[src/rtl/mem_port_arbiter_if.sv]
// Signal bundle between the two cache refill requesters, the arbiter and the
// single memory-controller port.
interface mem_port_arbiter_if #(
  parameter int ADDR_W = 32,
  parameter int DATA_W = 128
);
  logic              p0_req_valid;
  logic              p0_req_rw;
  logic [ADDR_W-1:0] p0_req_addr;
  logic [DATA_W-1:0] p0_req_wdata;
  logic              p0_req_ready;
  logic              p0_res_valid;
  logic [DATA_W-1:0] p0_res_rdata;
  logic              p0_res_err;

  logic              p1_req_valid;
  logic              p1_req_rw;
  logic [ADDR_W-1:0] p1_req_addr;
  logic [DATA_W-1:0] p1_req_wdata;
  logic              p1_req_ready;
  logic              p1_res_valid;
  logic [DATA_W-1:0] p1_res_rdata;
  logic              p1_res_err;

  logic              mem_req_valid;
  logic              mem_req_rw;
  logic [ADDR_W-1:0] mem_req_addr;
  logic [DATA_W-1:0] mem_req_wdata;
  logic              mem_req_ready;
  logic              mem_res_valid;
  logic [DATA_W-1:0] mem_res_rdata;

  logic              busy;
  logic              grant_id;

  // Arbiter side.
  modport slave (
    input  p0_req_valid, p0_req_rw, p0_req_addr, p0_req_wdata,
    input  p1_req_valid, p1_req_rw, p1_req_addr, p1_req_wdata,
    input  mem_req_ready, mem_res_valid, mem_res_rdata,
    output p0_req_ready, p0_res_valid, p0_res_rdata, p0_res_err,
    output p1_req_ready, p1_res_valid, p1_res_rdata, p1_res_err,
    output mem_req_valid, mem_req_rw, mem_req_addr, mem_req_wdata,
    output busy, grant_id
  );

  // Requesters plus memory controller, seen as one environment.
  modport master (
    output p0_req_valid, p0_req_rw, p0_req_addr, p0_req_wdata,
    output p1_req_valid, p1_req_rw, p1_req_addr, p1_req_wdata,
    output mem_req_ready, mem_res_valid, mem_res_rdata,
    input  p0_req_ready, p0_res_valid, p0_res_rdata, p0_res_err,
    input  p1_req_ready, p1_res_valid, p1_res_rdata, p1_res_err,
    input  mem_req_valid, mem_req_rw, mem_req_addr, mem_req_wdata,
    input  busy, grant_id
  );
endinterface

[src/rtl/mem_port_arbiter.sv]
// Round-robin arbiter sharing one memory port between icache (port 0) and
// dcache (port 1), one transaction in flight, with a WAIT-state watchdog.
module mem_port_arbiter #(
  parameter int ADDR_W  = 32,
  parameter int DATA_W  = 128,
  parameter int TIMEOUT = 1024
) (
  input logic               clk,
  input logic               rst,
  mem_port_arbiter_if.slave bus
);
  typedef enum logic [1:0] {IDLE, ISSUE, WAIT, RESP} state_t;

  localparam int CNT_W = (TIMEOUT > 2) ? $clog2(TIMEOUT) : 1;
  localparam logic [CNT_W-1:0] CNT_LAST = (TIMEOUT > 0) ? CNT_W'(TIMEOUT - 1) : '0;
  localparam bit WDOG_EN = (TIMEOUT != 0);

  state_t            state_reg, state_next;
  logic              grant_reg, grant_next;
  logic              last_grant_reg, last_grant_next;
  logic              rw_reg, rw_next;
  logic [ADDR_W-1:0] addr_reg, addr_next;
  logic [DATA_W-1:0] wdata_reg, wdata_next;
  logic [DATA_W-1:0] rdata_reg, rdata_next;
  logic              err_reg, err_next;
  logic [CNT_W-1:0]  cnt_reg, cnt_next;

  logic [1:0]        req_valid;
  logic [1:0]        req_rw;
  logic [ADDR_W-1:0] req_addr  [2];
  logic [DATA_W-1:0] req_wdata [2];
  logic [1:0]        req_ready;
  logic [1:0]        res_valid;
  logic [1:0]        res_err;
  logic [DATA_W-1:0] res_rdata [2];
  logic              winner;

  assign req_valid    = {bus.p1_req_valid, bus.p0_req_valid};
  assign req_rw       = {bus.p1_req_rw, bus.p0_req_rw};
  assign req_addr[0]  = bus.p0_req_addr;
  assign req_addr[1]  = bus.p1_req_addr;
  assign req_wdata[0] = bus.p0_req_wdata;
  assign req_wdata[1] = bus.p1_req_wdata;

  // On contention the port that did not win last time gets the grant.
  assign winner = (&req_valid) ? ~last_grant_reg : req_valid[1];

  generate
    for (genvar gi = 0; gi < 2; gi++) begin : g_port
      assign req_ready[gi] = !rst && (state_reg == IDLE) && req_valid[gi]
                             && (winner == 1'(gi));
      assign res_valid[gi] = (state_reg == RESP) && (grant_reg == 1'(gi));
      assign res_rdata[gi] = res_valid[gi] ? rdata_reg : '0;
      assign res_err[gi]   = res_valid[gi] & err_reg;
    end
  endgenerate

  assign bus.p0_req_ready  = req_ready[0];
  assign bus.p1_req_ready  = req_ready[1];
  assign bus.p0_res_valid  = res_valid[0];
  assign bus.p1_res_valid  = res_valid[1];
  assign bus.p0_res_rdata  = res_rdata[0];
  assign bus.p1_res_rdata  = res_rdata[1];
  assign bus.p0_res_err    = res_err[0];
  assign bus.p1_res_err    = res_err[1];

  assign bus.mem_req_valid = (state_reg == ISSUE);
  assign bus.mem_req_rw    = rw_reg;
  assign bus.mem_req_addr  = addr_reg;
  assign bus.mem_req_wdata = wdata_reg;
  assign bus.busy          = (state_reg != IDLE);
  assign bus.grant_id      = (state_reg != IDLE) && grant_reg;

  always_ff @(posedge clk or posedge rst) begin
    if (rst) begin
      state_reg      <= IDLE;
      grant_reg      <= 1'b0;
      last_grant_reg <= 1'b0;
      rw_reg         <= 1'b0;
      addr_reg       <= '0;
      wdata_reg      <= '0;
      rdata_reg      <= '0;
      err_reg        <= 1'b0;
      cnt_reg        <= '0;
    end else begin
      state_reg      <= state_next;
      grant_reg      <= grant_next;
      last_grant_reg <= last_grant_next;
      rw_reg         <= rw_next;
      addr_reg       <= addr_next;
      wdata_reg      <= wdata_next;
      rdata_reg      <= rdata_next;
      err_reg        <= err_next;
      cnt_reg        <= cnt_next;
    end
  end

  always_comb begin
    state_next      = state_reg;
    grant_next      = grant_reg;
    last_grant_next = last_grant_reg;
    rw_next         = rw_reg;
    addr_next       = addr_reg;
    wdata_next      = wdata_reg;
    rdata_next      = rdata_reg;
    err_next        = err_reg;
    cnt_next        = cnt_reg;
    case (state_reg)
      IDLE: begin
        if (|req_valid) begin
          state_next      = ISSUE;
          grant_next      = winner;
          last_grant_next = winner;
          rw_next         = req_rw[winner];
          addr_next       = req_addr[winner];
          wdata_next      = req_wdata[winner];
        end
      end
      ISSUE: begin
        if (bus.mem_req_ready) begin
          state_next = WAIT;
          cnt_next   = '0;
        end
      end
      WAIT: begin
        // A completion in the expiry cycle still counts as a good response.
        if (bus.mem_res_valid) begin
          state_next = RESP;
          rdata_next = bus.mem_res_rdata;
          err_next   = 1'b0;
        end else if (WDOG_EN && (cnt_reg == CNT_LAST)) begin
          state_next = RESP;
          rdata_next = '0;
          err_next   = 1'b1;
        end else begin
          cnt_next = cnt_reg + CNT_W'(1);
        end
      end
      RESP:    state_next = IDLE;
      default: state_next = IDLE;
    endcase
  end
endmodule

[src/flat_wrapper.sv]
// flat-port wrapper written by rule: the top's interface ports become plain ports
module mem_port_arbiter_flat 
#(
  parameter int ADDR_W  = 32,
  parameter int DATA_W  = 128,
  parameter int TIMEOUT = 1024
)
  (clk, rst, bus_p0_req_valid, bus_p0_req_rw, bus_p0_req_addr, bus_p0_req_wdata, bus_p1_req_valid, bus_p1_req_rw, bus_p1_req_addr, bus_p1_req_wdata, bus_mem_req_ready, bus_mem_res_valid, bus_mem_res_rdata, bus_p0_req_ready, bus_p0_res_valid, bus_p0_res_rdata, bus_p0_res_err, bus_p1_req_ready, bus_p1_res_valid, bus_p1_res_rdata, bus_p1_res_err, bus_mem_req_valid, bus_mem_req_rw, bus_mem_req_addr, bus_mem_req_wdata, bus_busy, bus_grant_id);
  mem_port_arbiter_if #(.ADDR_W(ADDR_W), .DATA_W(DATA_W)) bus_i ();
  input logic clk;
  input logic rst;
  input wire logic [$bits(bus_i.p0_req_valid)-1:0] bus_p0_req_valid;
  input wire logic [$bits(bus_i.p0_req_rw)-1:0] bus_p0_req_rw;
  input wire logic [$bits(bus_i.p0_req_addr)-1:0] bus_p0_req_addr;
  input wire logic [$bits(bus_i.p0_req_wdata)-1:0] bus_p0_req_wdata;
  input wire logic [$bits(bus_i.p1_req_valid)-1:0] bus_p1_req_valid;
  input wire logic [$bits(bus_i.p1_req_rw)-1:0] bus_p1_req_rw;
  input wire logic [$bits(bus_i.p1_req_addr)-1:0] bus_p1_req_addr;
  input wire logic [$bits(bus_i.p1_req_wdata)-1:0] bus_p1_req_wdata;
  input wire logic [$bits(bus_i.mem_req_ready)-1:0] bus_mem_req_ready;
  input wire logic [$bits(bus_i.mem_res_valid)-1:0] bus_mem_res_valid;
  input wire logic [$bits(bus_i.mem_res_rdata)-1:0] bus_mem_res_rdata;
  output wire logic [$bits(bus_i.p0_req_ready)-1:0] bus_p0_req_ready;
  output wire logic [$bits(bus_i.p0_res_valid)-1:0] bus_p0_res_valid;
  output wire logic [$bits(bus_i.p0_res_rdata)-1:0] bus_p0_res_rdata;
  output wire logic [$bits(bus_i.p0_res_err)-1:0] bus_p0_res_err;
  output wire logic [$bits(bus_i.p1_req_ready)-1:0] bus_p1_req_ready;
  output wire logic [$bits(bus_i.p1_res_valid)-1:0] bus_p1_res_valid;
  output wire logic [$bits(bus_i.p1_res_rdata)-1:0] bus_p1_res_rdata;
  output wire logic [$bits(bus_i.p1_res_err)-1:0] bus_p1_res_err;
  output wire logic [$bits(bus_i.mem_req_valid)-1:0] bus_mem_req_valid;
  output wire logic [$bits(bus_i.mem_req_rw)-1:0] bus_mem_req_rw;
  output wire logic [$bits(bus_i.mem_req_addr)-1:0] bus_mem_req_addr;
  output wire logic [$bits(bus_i.mem_req_wdata)-1:0] bus_mem_req_wdata;
  output wire logic [$bits(bus_i.busy)-1:0] bus_busy;
  output wire logic [$bits(bus_i.grant_id)-1:0] bus_grant_id;
  assign bus_i.p0_req_valid = bus_p0_req_valid;
  assign bus_i.p0_req_rw = bus_p0_req_rw;
  assign bus_i.p0_req_addr = bus_p0_req_addr;
  assign bus_i.p0_req_wdata = bus_p0_req_wdata;
  assign bus_i.p1_req_valid = bus_p1_req_valid;
  assign bus_i.p1_req_rw = bus_p1_req_rw;
  assign bus_i.p1_req_addr = bus_p1_req_addr;
  assign bus_i.p1_req_wdata = bus_p1_req_wdata;
  assign bus_i.mem_req_ready = bus_mem_req_ready;
  assign bus_i.mem_res_valid = bus_mem_res_valid;
  assign bus_i.mem_res_rdata = bus_mem_res_rdata;
  assign bus_p0_req_ready = bus_i.p0_req_ready;
  assign bus_p0_res_valid = bus_i.p0_res_valid;
  assign bus_p0_res_rdata = bus_i.p0_res_rdata;
  assign bus_p0_res_err = bus_i.p0_res_err;
  assign bus_p1_req_ready = bus_i.p1_req_ready;
  assign bus_p1_res_valid = bus_i.p1_res_valid;
  assign bus_p1_res_rdata = bus_i.p1_res_rdata;
  assign bus_p1_res_err = bus_i.p1_res_err;
  assign bus_mem_req_valid = bus_i.mem_req_valid;
  assign bus_mem_req_rw = bus_i.mem_req_rw;
  assign bus_mem_req_addr = bus_i.mem_req_addr;
  assign bus_mem_req_wdata = bus_i.mem_req_wdata;
  assign bus_busy = bus_i.busy;
  assign bus_grant_id = bus_i.grant_id;
  mem_port_arbiter #(.ADDR_W(ADDR_W), .DATA_W(DATA_W), .TIMEOUT(TIMEOUT)) u_core (.clk(clk), .rst(rst), .bus(bus_i));
endmodule
[config.mk]
export PLATFORM = sky130hd
export DESIGN_NAME = mem_port_arbiter_flat
export DESIGN_NICKNAME = d
export VERILOG_FILES = /design/src/rtl/mem_port_arbiter_if.sv /design/src/rtl/mem_port_arbiter.sv /design/src/flat_wrapper.sv
export SDC_FILE = /design/constraint.sdc
export NUM_CORES = 1
export LEC_CHECK = 0
export ABC_AREA = 1
export CELL_PAD_IN_SITES_DETAIL_PLACEMENT = 0
export CELL_PAD_IN_SITES_GLOBAL_PLACEMENT = 1
export CORE_AREA = 3 3 344 346
export DETAILED_ROUTE_END_ITERATION = 8
export DIE_AREA = 0 0 347 349
export GPL_ROUTABILITY_DRIVEN = 1
export PLACE_DENSITY = 0.57
export SLEW_MARGIN = 10
export SYNTH_ARGS = -nofsm -noshare
export SYNTH_HDL_FRONTEND = slang
export SYNTH_SLANG_ARGS = --single-unit
export TNS_END_PERCENT = 100
[constraint.sdc]
create_clock -name clk -period 14.2 [get_ports clk]
set_input_delay 2.84 -clock clk [delete_from_list [all_inputs] [get_ports clk]]
set_output_delay 2.84 -clock clk [all_outputs]
set_load 0.005 [all_outputs]
== Word-level counts from Yosys, hierarchy flattened ==
Index checks and enable logic that the tools add are counted.
Word-level totals
  word-level logic and storage cells: 68
  input bits: 456
  output and inout port bits: 426
  flip-flop bits (word level): 303
Cells by class
  multiplexer cells: 24
  bitwise gates (word level): 5
  equal/unequal tests: 9
  magnitude comparators: 2
  reductions and logical operators: 19
  add/sub/neg operators: 1
Operators by type and width (count)
  128-bit two-way mux: 7
  32-bit two-way mux: 3
  10-bit two-way mux: 3
  10-bit case mux with 2 select lines: 1
  10-bit by 1-bit adder with 10-bit output (second input constant): 1
  10-bit == test (second input constant): 1
  1-bit logical AND: 8
  2-bit two-way mux: 4
  2-bit != test (second input constant): 4
  2-bit case mux with 4 select lines: 1
  2-bit AND reduction: 3
  2-bit nonzero test: 3
  1-bit two-way mux: 5
  2-bit == test (second input constant): 2
  4-bit AND reduction: 1
  3-bit by 2-bit != test with 1-bit output (second input constant): 1
  3-bit AND reduction: 1
  1-bit AND: 2
  2-bit by 1-bit == test with 1-bit output (second input constant): 1
  2-bit >= comparator (second input constant): 1
  2-bit zero test: 1
  1-bit by 2-bit < comparator with 1-bit output (second input constant): 1
  1-bit inverter: 2
  1-bit inverter with 2-bit output: 1
  other kinds (2): 2

== Longest topological paths before layout ==
Gate-level depths: netlist of run 1.
  word-level depth: 6
  depth in mapped cells: 9
  gate-level depth less buffers: 9

== Least setup slack after synthesis of run 1 ==
Ideal clock, no wire load.
  path type: input to output
  from: input rst
  to: output bus_p0_req_ready
  arrival: 9872 ps
  data required time: 11360 ps
  cell stages on the path: 3
  path slack: 1488 ps
  path buffers: 0
  path through: inv_1 > nand2_1 > nor3_1
Between the ends
  cells in the longest elaborated chain, start to end: 4
RTL lines
  start: declaration: line flat_wrapper.sv:11  | input logic rst;
  1-bit zero test: line mem_port_arbiter.sv:50  | assign req_ready[gi] = !rst && (state_reg == IDLE) && req_valid[gi]
  1-bit logical AND (2 in series): line mem_port_arbiter.sv:50
  1-bit logical AND: line mem_port_arbiter.sv:51  | && (winner == 1'(gi));
  end: declaration: line flat_wrapper.sv:23  | output wire logic [$bits(bus_i.p0_req_ready)-1:0] bus_p0_req_ready;
Every way passes these cells.

== Worst setup path in the final report of run 1 ==
  from: input bus_p1_req_valid
  to: output bus_p1_req_ready
Between the ends
  cells in the longest elaborated chain, start to end: 3
  elaborated cells on any way between the ends: 4
  those cells by class: 1 x mux; 3 x reduce/logical
RTL lines
  start: declaration: line flat_wrapper.sv:16  | input wire logic [$bits(bus_i.p1_req_valid)-1:0] bus_p1_req_valid;
  2-bit AND reduction: line mem_port_arbiter.sv:46  | assign winner = (&req_valid) ? ~last_grant_reg : req_valid[1];
  1-bit two-way mux: line mem_port_arbiter.sv:46
  1-bit logical AND *: line mem_port_arbiter.sv:51
  end: declaration: line flat_wrapper.sv:27  | output wire logic [$bits(bus_i.p1_req_ready)-1:0] bus_p1_req_ready;
Every way passes the cells marked *; elsewhere a longest branch is shown, timed or not.

==> results of run 1 <==
## critical path, stage by stage
cell and delay [ns]:
clkdlybuf4s50_1 0.51, inv_1 0.13, a21oi_4 0.36, inv_6 0.31, nor2_1 0.58, clkdlybuf4s50_1 0.61
## stage by stage
step                      hold WS, ns  area, µm²  utilization (%)  worst slack (ns)
after global routing            0.564      25900             22.4              5.70
after global placement          0.500      24500             21.2              5.87
after floorplan                 0.471      14200                -              1.49
final                           0.516      25900             22.4              5.90
after CTS                       0.520      25900             22.4              5.85
after detailed placement        0.503      24500             21.2              5.85
## cell families (layout without fill, tap and decap cells)
logic type | after synthesis | after routing | synth area share (%)
DFF | 303 | 303 | 53.4
adders and majority gates | 6 | 6 | 0.529
AOI/OAI and AO/OA | 303 | 303 | 12.5
other | 0 | 6 | 0
buffers and inverters | 277 | 1113 | 7.99
and+or+nand+nor | 955 | 955 | 25.6
## worst paths after layout
kind / endpoint / slack [ns] / depth (start not counted)
worst min register to register: u_core.cnt_reg[9]$_DFFE_PP0P_ / 0.52 / 2
max in group asynchronous: u_core.cnt_reg[5]$_DFFE_PP0P_ / 8.98 / 5
min in group asynchronous: u_core.bus.mem_req_wdata[110]$_DFFE_PP0P_ / 2.71 / 2
worst max-delay path: bus_p1_req_ready / 5.90 / 6
worst max register to register: u_core.bus.mem_req_wdata[121]$_DFFE_PP0P_ / 10.54 / 9
worst min-delay path: u_core.cnt_reg[9]$_DFFE_PP0P_ / 0.52 / 2
## power by group
group / switching (mW) / internal [mW] / total, mW / leakage (nW)
logic: 1.09 / 0.993 / 2.08 / 6.17
registers: 0.180 / 1.27 / 1.45 / 3.59
clock network: 0.435 / 0.640 / 1.07 / 0.664
## placed cells by master (no fill, tap or decap), drive strengths merged
cell type      count
a21oi              7
nand2            505
nor3               1
nor3b              1
inv              151
o21a               1
dfrtp            303
nand3              8
bufinv             3
buf               16
clkbuf            57
nor2             438
o21ai            132
nand4              2
a31oi            163
clkdlybuf4s50    881
ha                 6
diode              6
clkinv             5
## per-layer routing
metal | global-route usage, % | vias to the layer above
met1 | 14.5 | 7159
met5 | 0 | -
met3 | 3.31 | 80
li1 | - | 7438
met2 | 20.9 | 559
met4 | 3.87 | 6
## layout make-up
class | instances | area [µm²]
multi-input cells | 1264 | 5510
well taps | 1524 | 1910
repair buffers | 897 | 8960
inverters | 150 | 578
clock inverters | 9 | 146
fillers | 12900 | 89800
diodes | 6 | 15.0
clock buffers | 57 | 1200
flip-flops and latches | 303 | 7580
==> impl_metrics.ini, run 1 <==
[status]
outcome = finished, final reports clean

[yosys]
synth.top_cell.area_share_pct = 53.4
ys_top_cells_by_count = 503 x nand2_1, 435 x nor2_1, 303 x dfrtp_1
ys_seq_elements = 303
ys_warn_count = 0
ys_seq_area_share_pct = 53.4
syn_nets = 2306
async_reset_ff_share_pct = 100
synthFlopType = dfrtp_1
synth_area_um2 = 14200
synth_area_leaders = dfrtp_1 53%, nand2_1 13%, nor2_1 12%, a31oi_1 7.2%, o21ai_0 4.3%
synth_edf_count = 0
yosysTopAreaCell = dfrtp_1
yosysMostFrequentCell = nand2_1
ys_types = 27
avgSynthCellArea_um2 = 7.70
synthCells = 1844

[timing]
slew_violations = 0
tns_ns = 0
max_freq_mhz = 121
period_share_pct = 58.4
setup_viol = 0
min_period_ns = 8.30
max-slew-margin-rel_pct = 31.8
clock_skew_ns = 0.0160
hold_viol = 0
rsz0062_at_grt = no
worst_pin_slew_ns = 1.02

[grt]
antenna_found_initial = 14
grt_max_degree = 200
grt_pass1_wl_mm = 110
grt_pass1_vias = 15700
grtUsageTotal_pct = 12.1
grt_remaining_overflow = 0

[die]
rows = 125
die_y_um = 349
dieArea_um2 = 121000
core_um2 = 116000
die-width_um = 347
initial_core_util_pct = 12.3
ios = 882

[setup_path]
crit_start = bus_p1_req_valid
cp.arrival_ns = 5.46
critical_path_class = in -> out
critPathCaptureType = output pin
rr_startpoint = u_core.state_reg[0]$_DFFE_PP0P_
cp_data_required_time_ns = 11.36
cp-start-kind = input pin
path_max_fanout = 89

[clock_tree]
htreeDepth = 2
post-cts-setup-buffers = 0
clk_latency_ns = 0.58
holdBufCountCts = 0
cts_root_buf = clkbuf_16
cts.path.max_buffers = 3
ctsResizeCount = 0
cts_tree = built
cts_sinks = 303
numCtsBuffers = 41
clkSlewWorstSetupHoldPaths_ns = 0.06

[detailed_routing]
num_vias = 15200
routed-wl-met2_mm = 37.9
dr.max_layer_used = met5
drc = 0
wl_mm = 76.5
vias_per_cell = 3.62
first_pass_iters = 5
postRouteAntennaNets = 0
route.met3.wl_mm = 5.15
drt-met1-wl_mm = 31.7
wire_per_inst_um = 18.2
drt_iter0_markers = 890

[power]
peakVddDrop_mv = 0.0955
p_leak_nw = 10.4
powerDensity_nw_per_um2 = 178
fin_total_pwr_mw = 4.61

[min_path]
hold_path.startpoint = u_core.cnt_reg[9]$_DFFE_PP0P_
hold_class = reg -> reg

[cells_and_area]
drive_gt1_share_pct = 3.73
instances_no_fill = 4210
nets = 3119
synthToLayoutAreaGrowth_pct = 82.4

[placement]
dp_hpwl_mm = 56.8
dp.cells = 4138
port_buffers = 881
place.gp.congestion = 0.804

[job]
cap_violations = 0
(Power assumes the default switching activity.)
==> run 2, diff against run 1 <==
--- a/config.mk
+++ b/config.mk
@@ -8,11 +8,11 @@
 export ABC_AREA = 1
 export CELL_PAD_IN_SITES_DETAIL_PLACEMENT = 0
 export CELL_PAD_IN_SITES_GLOBAL_PLACEMENT = 1
-export CORE_AREA = 3 3 344 346
+export CORE_AREA = 3 3 338 340
 export DETAILED_ROUTE_END_ITERATION = 8
-export DIE_AREA = 0 0 347 349
+export DIE_AREA = 0 0 341 343
 export GPL_ROUTABILITY_DRIVEN = 1
-export PLACE_DENSITY = 0.57
+export PLACE_DENSITY = 0.6
 export SLEW_MARGIN = 10
 export SYNTH_ARGS = -nofsm -noshare
 export SYNTH_HDL_FRONTEND = slang
==> constraint.sdc (replaced) <==
create_clock -name clk -period 6.9 [get_ports clk]
set_input_delay 1.38 -clock clk [delete_from_list [all_inputs] [get_ports clk]]
set_output_delay 1.38 -clock clk [all_outputs]
set_load 0.005 [all_outputs]
==> run 2 against run 1 <==
Core utilization rose by 0.85 points. Total power is 110% higher. Register-to-register slack got worse by 6.8 ns. Combinational power up 110%. Cell count about the same. Sequential power increased by 110%. Count of clock-buffer cells in the layout increased by 6. Critical endpoint is now bus_p0_req_ready.
==> impl_metrics.ini, run 2 (synthesis gave the netlist of run 1 again) <==
[die]
die_y_um = 343
rows = 123
die-width_um = 341
dieArea_um2 = 117000
initial_core_util_pct = 12.7
ios = 882
core_um2 = 112000

[detailed_routing]
first_pass_iters = 5
drc = 0
num_vias = 15100
wl_mm = 74.8
routed-wl-met2_mm = 36.7
postRouteAntennaNets = 0
dr.max_layer_used = met5
drt_iter0_markers = 775
wire_per_inst_um = 17.8
route.met3.wl_mm = 5.14
drt-met1-wl_mm = 31.3
vias_per_cell = 3.60

[timing]
tns_ns = 0
hold_viol = 0
max_freq_mhz = 195
period_share_pct = 74.3
slew_violations = 0
worst_pin_slew_ns = 1.02
setup_viol = 0
clock_skew_ns = 0.0281
max-slew-margin-rel_pct = 31.6
rsz0062_at_grt = no
min_period_ns = 5.13

[placement]
dp_hpwl_mm = 55.7
place.gp.congestion = 0.817
port_buffers = 881
detailed_place.area_um2 = 24600

[setup_path]
crit_top_cell = clkdlybuf4s50_1
reg2reg_setup_slack_ns = 3.70
critPathCaptureType = output pin
path_max_fanout = 136
cp-start-kind = input pin
critical_path_class = in -> out
slowest_delay_ns = 0.49
slowest_stage = clkdlybuf4s50_1
critical_path.cell_chain = clkdlybuf4s50_1, inv_1, a21oi_4, buf_12, nor3_1, buf_4, clkdlybuf4s50_1
cp.arrival_ns = 3.75
cp_data_required_time_ns = 5.52

[clock_tree]
ctsResizeCount = 0
htreeDepth = 2
cts_sinks = 303
clk_latency_ns = 0.57
holdBufCountCts = 0
clkSlewWorstSetupHoldPaths_ns = 0.06
cts_tree = built
numCtsBuffers = 41
post-cts-setup-buffers = 0
cts.path.max_buffers = 3
cts_root_buf = clkbuf_16

[cells_and_area]
drive_gt1_share_pct = 4.26
synthToLayoutAreaGrowth_pct = 83.0
layout_commonest_cell = clkdlybuf4s50_1
fillers = 12400
nets = 3132
mostFrequentLayoutCells = 881 x clkdlybuf4s50_1, 501 x nand2_1, 435 x nor2_1
design_area_um2 = 26000

[grt]
grt_max_degree = 137
grt_remaining_overflow = 0
grtUsageTotal_pct = 12.1
grt_pass1_wl_mm = 106
antenna_found_initial = 8
grt_pass1_vias = 15200

[power]
peakVddDrop_mv = 0.135
powerDensity_nw_per_um2 = 365
p_leak_nw = 10.5

[status]
outcome = finished, final reports clean

[min_path]
hold_class = reg -> reg

[job]
cap_violations = 0
==> run 2: worst max-delay path, delay by kind of cell <==
kind,cells,cell delay (ns)
buffers and inverters,5,1.59
AO/OA/AOI/OAI,1,0.27
AND/OR/NAND/NOR,1,0.11
==> run 2: per-stage QoR <==
step	std cells	utilization, %	power [mW]	worst slack (ns)	hold slack (ns)
3_3_place_gp	4127	22.0	7.37	1.82	0.500
3_5_place_dp	4127	22.0	7.40	1.98	0.499
4_1_cts	4201	23.2	9.67	1.98	0.520
6_report	4208	23.2	9.47	1.77	0.509
2_1_floorplan	1844	-	4.87	-0.549	0.471
5_1_grt	4207	23.2	10.2	1.74	0.547
==> run 2: power by group <==
| group | total [mW] | switching [mW] | internal, mW |
|---|---|---|---|
| sequential | 2.98 | 0.367 | 2.62 |
| clock | 2.17 | 0.885 | 1.28 |
| combinational | 4.32 | 2.24 | 2.08 |
| total | 9.47 | 3.50 | 5.98 |
==> run 2: cell type report <==
cell class / instances / area (µm²) / share of cell area (%)
Antenna cell: 7 / 17.5 / 0.0674
Clock buffer: 63 / 1210 / 4.65
Clock inverter: 11 / 120 / 0.462
Inverter: 150 / 572 / 2.20
Multi-Input combinational cell: 1264 / 5510 / 21.2
Sequential cell: 303 / 7580 / 29.2
Tap cell: 1500 / 1880 / 7.22
Timing Repair Buffer: 910 / 9100 / 35.0
==> run 2: worst paths after layout <==
kind	startpoint	end	cells after the start
worst max-delay path	bus_p1_req_valid	bus_p0_req_ready	7
worst min-delay path	u_core.cnt_reg[9]$_DFFE_PP0P_	u_core.cnt_reg[9]$_DFFE_PP0P_	2
worst max register to register	u_core.state_reg[0]$_DFFE_PP0P_	u_core.bus.mem_req_addr[22]$_DFFE_PP0P_	7
worst min register to register	u_core.cnt_reg[9]$_DFFE_PP0P_	u_core.cnt_reg[9]$_DFFE_PP0P_	2
max in group asynchronous	rst	u_core.cnt_reg[2]$_DFFE_PP0P_	5
min in group asynchronous	rst	u_core.bus.mem_req_wdata[107]$_DFFE_PP0P_	3
==> run 2: routing by layer <==
metal | global-route usage (%) | vias to the layer above
li1 | - | 7467
met1 | 15.0 | 7087
met2 | 20.6 | 508
met3 | 3.10 | 76
met4 | 3.65 | 2
met5 | 0 | -
